File: src/rtl/waterfall_light_multi.sv
// N-LED chaser with programmable step period and four display modes (shift-left, shift-right, ping-pong, blink-all).
// Define WATERFALL_LED_ACTIVE_LOW_EN for sink-driven boards (led = ~pattern).
module waterfall_light_multi #(
  parameter int unsigned LED_NUM     = 8,
  parameter int unsigned PERIOD_MAX  = 100_000_000,
  parameter int unsigned PERIOD_STEP = 352_941
) (
  input  logic               clk_100M,
  input  logic               rst_n,
  input  logic               enable,
  input  logic [7:0]         speed,
  input  logic [1:0]         mode,
  output logic [LED_NUM-1:0] led,
  output logic               step_pulse
);

  localparam logic [31:0] P_MAX  = 32'(PERIOD_MAX);
  localparam logic [31:0] P_STEP = 32'(PERIOD_STEP);

  localparam logic [1:0] MODE_LEFT  = 2'b00;
  localparam logic [1:0] MODE_RIGHT = 2'b01;
  localparam logic [1:0] MODE_PING  = 2'b10;
  localparam logic [1:0] MODE_BLINK = 2'b11;

  localparam logic [LED_NUM-1:0] PAT_LO  = {{(LED_NUM-1){1'b0}}, 1'b1};
  localparam logic [LED_NUM-1:0] PAT_HI  = {1'b1, {(LED_NUM-1){1'b0}}};
  localparam logic [LED_NUM-1:0] PAT_ALL = {LED_NUM{1'b1}};

  logic [31:0]        r_cnt;
  logic [31:0]        r_period_q;
  logic [LED_NUM-1:0] r_pattern;
  logic               r_dir_up;
  logic [1:0]         r_mode_q;
  logic               r_step_pulse;

  logic [31:0]        w_period_nxt;
  logic               w_step;
  logic [LED_NUM-1:0] w_pattern_nxt;
  logic               w_dir_up_nxt;

  // >= rather than == so a freshly shortened period cannot be overshot into a wrap.
  assign w_period_nxt = P_MAX - (P_STEP * {24'd0, speed});
  assign w_step       = enable && (r_cnt >= (r_period_q - 32'd1));

  always_comb begin
    w_pattern_nxt = r_pattern;
    w_dir_up_nxt  = r_dir_up;
    if (mode != r_mode_q) begin
      case (mode)
        MODE_LEFT: begin
          w_pattern_nxt = PAT_LO;
          w_dir_up_nxt  = 1'b1;
        end
        MODE_RIGHT: w_pattern_nxt = PAT_HI;
        MODE_PING: begin
          w_pattern_nxt = PAT_LO;
          w_dir_up_nxt  = 1'b1;
        end
        MODE_BLINK: w_pattern_nxt = PAT_ALL;
      endcase
    end else begin
      case (r_mode_q)
        MODE_LEFT:  w_pattern_nxt = {r_pattern[LED_NUM-2:0], r_pattern[LED_NUM-1]};
        MODE_RIGHT: w_pattern_nxt = {r_pattern[0], r_pattern[LED_NUM-1:1]};
        MODE_PING: begin
          // Turn around on the end bit itself so each end is lit for a single step.
          if (r_dir_up) begin
            if (r_pattern[LED_NUM-1]) begin
              w_dir_up_nxt  = 1'b0;
              w_pattern_nxt = r_pattern >> 1;
            end else begin
              w_pattern_nxt = r_pattern << 1;
            end
          end else begin
            if (r_pattern[0]) begin
              w_dir_up_nxt  = 1'b1;
              w_pattern_nxt = r_pattern << 1;
            end else begin
              w_pattern_nxt = r_pattern >> 1;
            end
          end
        end
        MODE_BLINK: w_pattern_nxt = ~r_pattern;
      endcase
    end
  end

  always_ff @(posedge clk_100M or negedge rst_n) begin
    if (!rst_n) begin
      r_cnt        <= 32'd0;
      r_period_q   <= P_MAX;
      r_pattern    <= PAT_LO;
      r_dir_up     <= 1'b1;
      r_mode_q     <= MODE_LEFT;
      r_step_pulse <= 1'b0;
    end else begin
      r_step_pulse <= w_step;
      if (w_step) begin
        r_cnt      <= 32'd0;
        r_period_q <= w_period_nxt;
        r_pattern  <= w_pattern_nxt;
        r_dir_up   <= w_dir_up_nxt;
        r_mode_q   <= mode;
      end else if (enable) begin
        r_cnt <= r_cnt + 32'd1;
      end
    end
  end

  assign step_pulse = r_step_pulse;

`ifdef WATERFALL_LED_ACTIVE_LOW_EN
  assign led = ~r_pattern;
`else
  assign led = r_pattern;
`endif

endmodule

File: config.mk
export PLATFORM = sky130hd
export DESIGN_NAME = waterfall_light_multi
export DESIGN_NICKNAME = d
export VERILOG_FILES = /design/src/rtl/waterfall_light_multi.sv
export SDC_FILE = /design/constraint.sdc
export NUM_CORES = 1
export LEC_CHECK = 0
export BUFFER_PORTS_ARGS = -buffer_cell sky130_fd_sc_hd__buf_2
export CAP_MARGIN = 30
export CORE_ASPECT_RATIO = 0.6
export CORE_MARGIN = 2
export CORE_UTILIZATION = 45
export DETAILED_ROUTE_END_ITERATION = 6
export HOLD_SLACK_MARGIN = 0.08
export PLACE_DENSITY = 0.72
export SLEW_MARGIN = 20
export SYNTH_ARGS = -nofsm -noshare
export SYNTH_HDL_FRONTEND = slang
export SYNTH_SLANG_ARGS = --single-unit
File: constraint.sdc
create_clock -name clk_100M -period 8.2 [get_ports clk_100M]
set_input_delay 1.23 -clock clk_100M [delete_from_list [all_inputs] [get_ports clk_100M]]
set_output_delay 1.23 -clock clk_100M [all_outputs]
set_load 0.005 [all_outputs]
==> impl_metrics.py, run 1 <==
metrics = {
    "detailed_routing": {
        "drt_iter0_drc": 392,
        "drtAntennaViolNets": 0,
        "routed_via_density": 5.34,
        "via_count": 6003,
        "wire_per_inst_um": 15.0,
        "firstDrtPassIters": 6,
        "drt-total-wl_um": 16900,
        "drc": 0,
    },
    "grt": {
        "grt_pass1_wl_um": 28900,
        "grt_pass1_vias": 5609,
        "grt_overflow_total": 0,
        "grt_start_max_net_pins": 73,
        "antenna_found_initial": 0,
        "grt_use_total": 0.202,
    },
    "clocking": {
        "htreeDepth": 3,
        "clock_tree.buffer_depth": 2,
        "cts_buffers": 9,
        "clk_latency_ns": 0.34,
        "hold_buffers": 0,
        "cts_tree": "built",
        "cts-root-buf": "clkbuf_16",
        "path_clk_slew_ns": 0.06,
        "cts_resized": 0,
        "clkSinkCount": 72,
        "cts_setup_buffers": 0,
    },
    "die": {
        "core_um2": 16400,
        "start_util": 0.463,
        "dieWidth_um": 171,
        "rows": 36,
        "dieArea_um2": 17900,
        "io_pins": 22,
        "die_h_um": 104,
    },
    "finish": {
        "fin_nets": 1052,
        "syn_to_final_growth_pct": 9.14,
        "fillers": 1577,
        "drive_above_1_share": 0.0670,
        "num_antenna_cells": 0,
    },
    "timing": {
        "timing.hold.ws_ns": 0.480,
        "maxSlewHeadroom": 0.367,
        "slew_violations": 0,
        "tightest_slew_ns": 0.950,
        "final.period_utilization": 0.707,
        "setup_tns_ns": 0,
        "clock_skew_ns": 0.0116,
        "max_freq_ghz": 0.173,
        "fin_crit_ns": 5.79,
        "grt_setup_unrepaired": "no",
        "hold_viol": 0,
        "setup_viol": 0,
    },
    "pwr": {
        "leakage_nw": 3.96,
        "p_per_area_nw_per_um2": 226,
        "max-vdd-ir-drop_v": 0.000111,
    },
    "flow_run": {
        "cap_violations": 0,
    },
    "critical_path": {
        "crit_fanout": 7,
        "cp_slowest_cell": "fa_1",
        "slowest_delay_ns": 0.55,
        "r2r_start": "r_period_q[9]",
        "end_kind": "flip-flop",
        "required_ns": 8.45,
        "worstSetupStartpointType": "primary input",
        "path_delay_family": "adder cells",
        "cp_num_buf_inv": 4,
        "r2r-end": "r_period_q[0]",
        "startpoint": "speed[7]",
        "rrSetupSlack_ns": 2.61,
        "path_class": "primary input to flip-flop",
        "rr_worst_depth": 18,
        "critical_path_cell_count": 16,
        "cp.arrival_ns": 6.05,
        "path_cells": "buf_2 > ha_1 > inv_1 > fa_1 > fa_1 > inv_1 > fa_1 > inv_1 > ha_1 > a21o_1 > o311ai_0 > o21ai_0 > a41oi_1 > o31ai_1 > xor2_1 > o21ai_0",
    },
    "synth": {
        "synth-edff-count": 0,
        "yosysWarningCount": 0,
        "synth_area_um2": 7570,
        "synth_ff_type": "dfrtp_1",
        "synth_seq_cells": 72,
        "syn-instance-count": 883,
        "synth_seq_area_share": 0.240,
        "syn_nets": 1044,
        "async_flop_share": 1.00,
        "synth_area_per_cell_um2": 8.58,
        "ys_types": 52,
    },
    "place": {
        "hpwl_um": 13400,
        "port_buffers": 21,
        "globalplace.congestion": 0.896,
    },
    "worst_hold_path": {
        "hold_class": "flip-flop to flip-flop",
        "hold_depth": 2,
        "hp-start": "r_period_q[18]",
        "min_to": "r_period_q[18]",
    },
    "status": {
        "status": "complete, no violations",
    },
}
==> layout by cell type (no fill, tap or decap), types with 6 or more instances in the layout <==
cell	instances
dfstp_2	14
nand3_1	23
and3_1	7
nand4_1	13
buf_2	21
a21o_1	11
xor2_1	39
a21oi_1	37
o311ai_0	6
nor3_1	21
nor4_1	10
o31ai_1	6
ha_1	104
xnor2_1	33
nor2_1	72
nand2b_1	9
or3_1	6
o21a_1	8
clkbuf_16	9
nand2_1	93
fa_1	44
a211oi_1	8
dfrtp_1	58
nor2b_1	12
mux2i_1	6
o21ai_0	53
inv_1	116
==> power breakdown <==
part | switching, mW | leakage [nW] | internal, mW | total (mW)
clock | 0.155 | 0.172 | 0.328 | 0.483
sequential | 0.0179 | 0.931 | 0.368 | 0.386
combinational | 0.582 | 2.85 | 0.419 | 1.00
==> worst register-to-register path, cell delays in order, from the launching register on <==
cell	delay, ns
dfrtp_1	0.43
or3_1	0.42
nor4_1	0.28
nor2b_1	0.25
nand2_1	0.14
nor2_1	0.38
nand2_1	0.18
nor4_2	0.29
xnor2_1	0.18
ha_1	0.27
a21oi_1	0.14
o21ai_0	0.12
a221oi_1	0.45
o21ai_0	0.36
a21o_4	0.32
nand2_4	0.37
inv_2	0.47
nand2_1	0.29
o21ai_0	0.12
==> registers in the layout, summed over array words and instances (netlist names) <==
signal	count
r_dir_up	1
r_cnt	32
r_period_q	28
step_pulse	1
led	8
r_mode_q	2
==> logic make-up (layout without fill, tap and decap cells) <==
family,Yosys count,after routing,synth area share
simple gates,282,282,0.175
buf+inv,144,157,0.0725
mux,8,8,0.0109
xor+xnor,72,72,0.0833
fa+ha+maj,148,148,0.288
compound gates,157,157,0.130
flops,72,72,0.240
==> per-stage QoR <==
step	power (mW)	util	area, um^2	cells	worst slack (ns)
CTS	1.87	0.504	8240	1123	2.51
floorplan	1.15	-	7570	883	3.00
global route	2.03	0.505	8260	1124	2.22
detailed placement	1.38	0.481	7870	1107	2.18
global placement	1.36	0.481	7870	1107	2.33
finish	1.87	0.505	8260	1124	2.41
==> cell type report <==
| class | instances | area, um^2 | share of cell area |
|---|---|---|---|
| timing repair buffer | 24 | 148 | 0.0179 |
| inverter | 117 | 439 | 0.0531 |
| clock inverter | 7 | 144 | 0.0174 |
| sequential | 72 | 1820 | 0.220 |
| tap | 228 | 285 | 0.0345 |
| multi-input combinational | 667 | 5200 | 0.630 |
| clock buffer | 9 | 225 | 0.0273 |
==> worst max-delay path by stage <==
stage,end,slack [ns]
detailed placement,r_period_q[30],2.18
CTS,r_period_q[30],2.51
global route,r_period_q[0],2.22
finish,r_period_q[25],2.41
floorplan,r_period_q[30],3.00
global placement,r_period_q[30],2.33
==> Yosys cell counts (3+ instances only) <==
| master | number | area share |
|---|---|---|
| nor4_1 | 10 | 0.0083 |
| o21a_1 | 8 | 0.0079 |
| or3_1 | 6 | 0.0050 |
| ha_1 | 104 | 0.17 |
| inv_1 | 116 | 0.058 |
| nor2b_1 | 12 | 0.0099 |
| nor3_1 | 21 | 0.014 |
| buf_1 | 3 | 0.0015 |
| clkbuf_1 | 17 | 0.0084 |
| a22oi_1 | 4 | 0.0040 |
| mux2i_1 | 6 | 0.0079 |
| o21bai_1 | 5 | 0.0050 |
| dfrtp_1 | 58 | 0.19 |
| nand4_1 | 13 | 0.011 |
| o21ai_0 | 53 | 0.035 |
| buf_2 | 7 | 0.0046 |
| a211oi_1 | 8 | 0.0079 |
| dfstp_2 | 14 | 0.049 |
| xor2_1 | 39 | 0.045 |
| nor2_1 | 72 | 0.036 |
| xnor2_1 | 33 | 0.038 |
| nand2b_1 | 9 | 0.0074 |
| o211ai_1 | 4 | 0.0040 |
| nand3b_1 | 3 | 0.0030 |
| a21o_1 | 11 | 0.011 |
| fa_1 | 44 | 0.12 |
| o311ai_0 | 6 | 0.0069 |
| a21oi_1 | 37 | 0.024 |
| nand3_1 | 23 | 0.015 |
| nor3b_1 | 3 | 0.0030 |
| and3_1 | 7 | 0.0058 |
| and4_1 | 4 | 0.0046 |
| o31ai_1 | 6 | 0.0059 |
| nand2_1 | 93 | 0.046 |
==> metal layers <==
| layer | vias up | global-route usage | share of wire |
|---|---|---|---|
| met1 | 2841 | 0.336 | 0.54 |
| met3 | 13 | 0.0419 | 0.068 |
| li1 | 2997 | - | - |
| met2 | 152 | 0.261 | 0.38 |
| met4 | 0 | 0.0339 | 0.0060 |
| met5 | - | 0 | 0 |
No activity file was read; power rests on OpenSTA's default activity.
==> run 2: changes to the inputs <==
==> constraint.sdc (replaced) <==
create_clock -name clk_100M -period 5.4 [get_ports clk_100M]
set_input_delay 0.81 -clock clk_100M [delete_from_list [all_inputs] [get_ports clk_100M]]
set_output_delay 0.81 -clock clk_100M [all_outputs]
set_load 0.005 [all_outputs]
==> impl_metrics.py, run 2 (synthesis gave the netlist of run 1 again) <==
metrics = {
    "timing": {
        "setup_viol": 0,
        "slew_violations": 0,
        "max_freq_ghz": 0.196,
        "layout_setup_ws_ns": 0.295,
        "clock_skew_ns": 0.00673,
        "grt_setup_unrepaired": "no",
        "tightest_slew_ns": 0.927,
        "maxSlewHeadroom": 0.382,
        "hold_viol": 0,
        "setup_tns_ns": 0,
        "final.period_utilization": 0.945,
        "fin_crit_ns": 5.10,
    },
    "die": {
        "start_util": 0.463,
        "dieWidth_um": 171,
        "core_um2": 16400,
        "rows": 36,
        "dieArea_um2": 17900,
        "io_pins": 22,
        "die_h_um": 104,
    },
    "grt": {
        "antenna_found_initial": 0,
        "grt_pass1_vias": 5620,
        "grt_pass1_wl_um": 28400,
        "grt_start_max_net_pins": 69,
        "grt_use_total": 0.197,
        "grt_overflow_total": 0,
    },
    "critical_path": {
        "cp.arrival_ns": 5.36,
        "required_ns": 5.66,
        "path_cells": "buf_2 > ha_1 > inv_1 > fa_1 > fa_1 > inv_1 > fa_1 > inv_1 > ha_1 > a21o_1 > o311ai_0 > o21ai_0 > a41oi_2 > o31ai_1 > nor3b_1 > o21ai_0",
        "cp_slowest_cell": "fa_1",
        "worstSetupStartpointType": "primary input",
        "end_kind": "flip-flop",
        "crit_fanout": 7,
        "slowest_delay_ns": 0.56,
        "path_class": "primary input to flip-flop",
    },
    "finish": {
        "final_common_cell": "inv_1",
        "largest_reg_flops": 32,
        "final_cell_area_um2": 8300,
        "num_antenna_cells": 0,
        "syn_to_final_growth_pct": 9.57,
        "top_register": "r_cnt",
        "final_cell_mix": "inv_1 (116), ha_1 (104), nand2_1 (93), nor2_1 (72), dfrtp_1 (58)",
        "drive_above_1_share": 0.0814,
        "fin_nets": 1065,
    },
    "clocking": {
        "cts_resized": 0,
        "cts_tree": "built",
        "clk_latency_ns": 0.34,
        "htreeDepth": 3,
        "clkSinkCount": 72,
        "cts_setup_buffers": 0,
        "cts_buffers": 9,
        "cts-root-buf": "clkbuf_16",
        "path_clk_slew_ns": 0.06,
        "clock_tree.buffer_depth": 2,
        "hold_buffers": 0,
    },
    "pwr": {
        "max-vdd-ir-drop_v": 0.000162,
        "leakage_nw": 3.99,
        "p_per_area_nw_per_um2": 331,
    },
    "detailed_routing": {
        "drtAntennaViolNets": 0,
        "drt_iter0_drc": 382,
        "firstDrtPassIters": 5,
        "routed_via_density": 5.31,
        "wire_per_inst_um": 14.7,
        "drt-total-wl_um": 16700,
        "via_count": 6035,
        "drc": 0,
    },
    "worst_hold_path": {
        "hold_class": "primary input to asynchronous set/reset pin",
    },
    "place": {
        "place_ws_ns": -0.110,
        "port_buffers": 21,
        "globalplace.congestion": 0.896,
        "dpl_cell_area_um2": 7970,
        "hpwl_um": 13300,
    },
    "flow_run": {
        "cap_violations": 0,
    },
    "status": {
        "status": "complete, no violations",
    },
}
run 2: worst max-delay path, delay by kind of cell:
| kind | cells | cell delay (ns) |
|---|---|---|
| AOI/OAI and AO/OA | 6 | 1.75 |
| adders and majority gates | 5 | 2.24 |
| buffers and inverters | 4 | 0.39 |
| and+or+nand+nor | 1 | 0.16 |
run 2: final cells by class:
class,count,area (um^2)
tap,228,285
inverter,117,439
clock buffer,9,225
timing repair buffer,37,245
clock inverter,7,71.3
fill,1531,8050
multi-input combinational,667,5210
sequential,72,1820
run 2: where the power goes:
group | switching (mW) | internal, mW | total (mW)
Clock | 0.242 | 0.357 | 0.599
Combinational | 0.906 | 0.652 | 1.56
Sequential | 0.0288 | 0.559 | 0.588
Total | 1.18 | 1.57 | 2.75
run 2: stage by stage:
| step | instances | utilization | hold slack [ns] | total power [mW] |
|---|---|---|---|---|
| after global routing | 1137 | 0.507 | 0.260 | 2.98 |
| final | 1137 | 0.507 | 0.270 | 2.75 |
| after global placement | 1120 | 0.487 | 0.465 | 2.09 |
| after floorplan | 883 | - | 0.454 | 1.75 |
| after detailed placement | 1120 | 0.487 | 0.470 | 2.11 |
| after CTS | 1136 | 0.505 | 0.262 | 2.73 |
run 2: per-layer routing:
metal | track usage | up-vias | wire (um) | part of all wire
met5 | 0.0290 | - | 64 | 0.0038
met4 | 0.0224 | 2 | 76 | 0.0046
met3 | 0.0628 | 10 | 1070 | 0.064
met2 | 0.261 | 109 | 6720 | 0.40
met1 | 0.312 | 2892 | 8740 | 0.52
li1 | - | 3022 | - | -
run 2: final timing paths:
| path | start | endpoint | slack, ns | depth (start not counted) |
|---|---|---|---|---|
| setup / recovery | speed[7] | r_period_q[30] | 0.30 | 16 |
| hold / removal | rst_n | r_cnt[27] | 0.27 | 1 |
| setup reg to reg | r_period_q[3] | led[3] | 0.58 | 15 |
| hold reg to reg | r_period_q[18] | r_period_q[18] | 0.48 | 2 |
| max in group asynchronous | rst_n | r_period_q[8] | 4.26 | 3 |
| min in group clk_100M | r_period_q[18] | r_period_q[18] | 0.48 | 2 |
==> run 3: changes to the inputs <==
--- a/config.mk
+++ b/config.mk
@@ -7,7 +7,7 @@
 export LEC_CHECK = 0
 export BUFFER_PORTS_ARGS = -buffer_cell sky130_fd_sc_hd__buf_2
 export CAP_MARGIN = 30
-export CORE_ASPECT_RATIO = 0.6
+export CORE_ASPECT_RATIO = 1.75
 export CORE_MARGIN = 2
 export CORE_UTILIZATION = 45
 export DETAILED_ROUTE_END_ITERATION = 6
==> impl_metrics.py, run 3 (synthesis gave the netlist of run 1 again) <==
metrics = {
    "finish": {
        "post-route-util": 0.506,
        "fin_nets": 1063,
        "final_cell_mix": "inv_1 (116), ha_1 (104), nand2_1 (93), nor2_1 (72), dfrtp_1 (58)",
        "drive_above_1_share": 0.0772,
        "largest_reg_flops": 32,
        "fin_cells": 1131,
        "final_common_cell": "inv_1",
        "top_register": "r_cnt",
        "num_antenna_cells": 0,
        "final_cell_area_um2": 8320,
        "syn_to_final_growth_pct": 9.93,
    },
    "critical_path": {
        "crit_fanout": 7,
        "r2r_start": "r_period_q[5]",
        "rr_worst_depth": 17,
        "end_kind": "flip-flop",
        "path_cells": "buf_2 > ha_1 > inv_1 > fa_1 > fa_1 > inv_1 > fa_1 > inv_1 > ha_1 > a21o_1 > o311ai_0 > o21ai_0 > a41oi_1 > o31ai_1 > nor3b_1 > o21ai_0",
        "cp_slowest_cell": "fa_1",
        "cp.arrival_ns": 5.41,
        "path_class": "primary input to flip-flop",
        "required_ns": 5.66,
        "worstSetupStartpointType": "primary input",
        "slowest_delay_ns": 0.57,
        "rrSetupSlack_ns": 0.85,
        "r2r-end": "r_period_q[23]",
        "cp_num_buf_inv": 4,
        "path_delay_family": "adder cells",
    },
    "timing": {
        "setup_tns_ns": 0,
        "timing.hold.ws_ns": 0.363,
        "layout_setup_ws_ns": 0.252,
        "clock_skew_ns": 0.00739,
        "tightest_slew_ns": 0.898,
        "final.period_utilization": 0.953,
        "setup_viol": 0,
        "fin_crit_ns": 5.15,
        "slew_violations": 0,
        "grt_setup_unrepaired": "no",
        "max_freq_ghz": 0.194,
        "hold_viol": 0,
        "maxSlewHeadroom": 0.401,
    },
    "grt": {
        "grt_use_total": 0.186,
        "grt_overflow_total": 0,
        "grt_pass1_wl_um": 26400,
        "grt_start_max_net_pins": 45,
        "antenna_found_initial": 0,
        "grt_pass1_vias": 5850,
    },
    "die": {
        "rows": 62,
        "io_pins": 22,
        "core_um2": 16400,
        "die_h_um": 176,
        "dieArea_um2": 17900,
        "start_util": 0.460,
        "dieWidth_um": 102,
    },
    "detailed_routing": {
        "met2WireLength_um": 8550,
        "drt_iter0_drc": 207,
        "drt-met1-wl_um": 6140,
        "drt-total-wl_um": 15600,
        "wire_per_inst_um": 13.8,
        "routed_via_density": 5.22,
        "dr.max_layer_used": "met4",
        "firstDrtPassIters": 4,
        "via_count": 5906,
        "met3WireLength_um": 240,
        "drtAntennaViolNets": 0,
        "drc": 0,
    },
    "clocking": {
        "clock_tree.buffer_depth": 2,
        "cts_setup_buffers": 0,
        "path_clk_slew_ns": 0.05,
        "cts-root-buf": "clkbuf_16",
        "cts_resized": 0,
        "hold_buffers": 0,
        "cts_tree": "built",
        "cts_buffers": 9,
        "clkSinkCount": 72,
        "htreeDepth": 3,
        "clk_latency_ns": 0.35,
    },
    "pwr": {
        "swShare": 0.397,
        "p_per_area_nw_per_um2": 331,
        "total_power_mw": 2.76,
        "p_sw_mw": 1.10,
        "p_comb_frac": 0.536,
        "max-vdd-ir-drop_v": 0.000184,
        "pwr-share-clk": 0.250,
        "seq_power_share": 0.213,
        "leakage_nw": 4.01,
        "p_int_mw": 1.66,
    },
    "place": {
        "globalplace.congestion": 0.860,
        "dpl_cell_area_um2": 7980,
        "dpl.cell_count": 1115,
        "port_buffers": 21,
        "hpwl_um": 12900,
        "place_ws_ns": -0.0437,
    },
    "flow_run": {
        "cap_violations": 0,
    },
    "status": {
        "status": "complete, no violations",
    },
    "worst_hold_path": {
        "hold_class": "primary input to asynchronous set/reset pin",
    },
}
## run 3: changes by cell type in the layout (fill, tap and decap cells not counted), sizes merged
cell	delta
inv	-1
clkbuf	+2
buf	-2
clkinvlp	-3
bufinv	+2
## run 3: final cells by class
| type | count | area [um^2] |
|---|---|---|
| Clock buffer | 11 | 243 |
| Clock inverter | 5 | 104 |
| Fill cell | 1580 | 8120 |
| Inverter | 117 | 439 |
| Multi-Input combinational cell | 667 | 5200 |
| Sequential cell | 72 | 1820 |
| Tap cell | 224 | 280 |
| Timing Repair Buffer | 35 | 235 |
## run 3: how the worst max path moves through the flow
stage / from / end / slack, ns / cells after the start
global route: speed[7] / r_period_q[25] / 0.06 / 16
floorplan: speed[5] / r_period_q[30] / 0.62 / 15
CTS: speed[7] / r_period_q[30] / 0.29 / 16
detailed placement: speed[7] / r_period_q[30] / -0.04 / 16
global placement: speed[7] / r_period_q[20] / 0.02 / 17
finish: speed[7] / r_period_q[30] / 0.25 / 16
## run 3: metal layers
layer | GRT usage | vias up
met5 | 0 | -
met4 | 0.101 | 0
met3 | 0.0215 | 40
met2 | 0.346 | 69
met1 | 0.197 | 2780
li1 | - | 3017
## run 3: power groups by stage
stage	combinational, mW	sequential, mW	clock (mW)
5_1_grt	1.68	0.591	0.725
3_5_place_dp	1.48	0.595	0
3_3_place_gp	1.46	0.595	0
4_1_cts	1.49	0.587	0.701
6_report	1.48	0.587	0.690
2_1_floorplan	1.17	0.588	0
## run 3: worst register-to-register path, stage by stage (launching register included)
cell	delay [ns]
dfrtp_1	0.41
nor4_1	0.37
nand2_1	0.20
nor4_1	0.21
buf_4	0.18
nand2_1	0.07
or3_1	0.33
xor2_1	0.15
ha_1	0.27
nand3_1	0.13
or4_1	0.54
or4_1	0.43
nand3_1	0.17
a21o_4	0.20
nand2_4	0.10
inv_2	0.15
buf_12	0.20
mux2_2	0.37
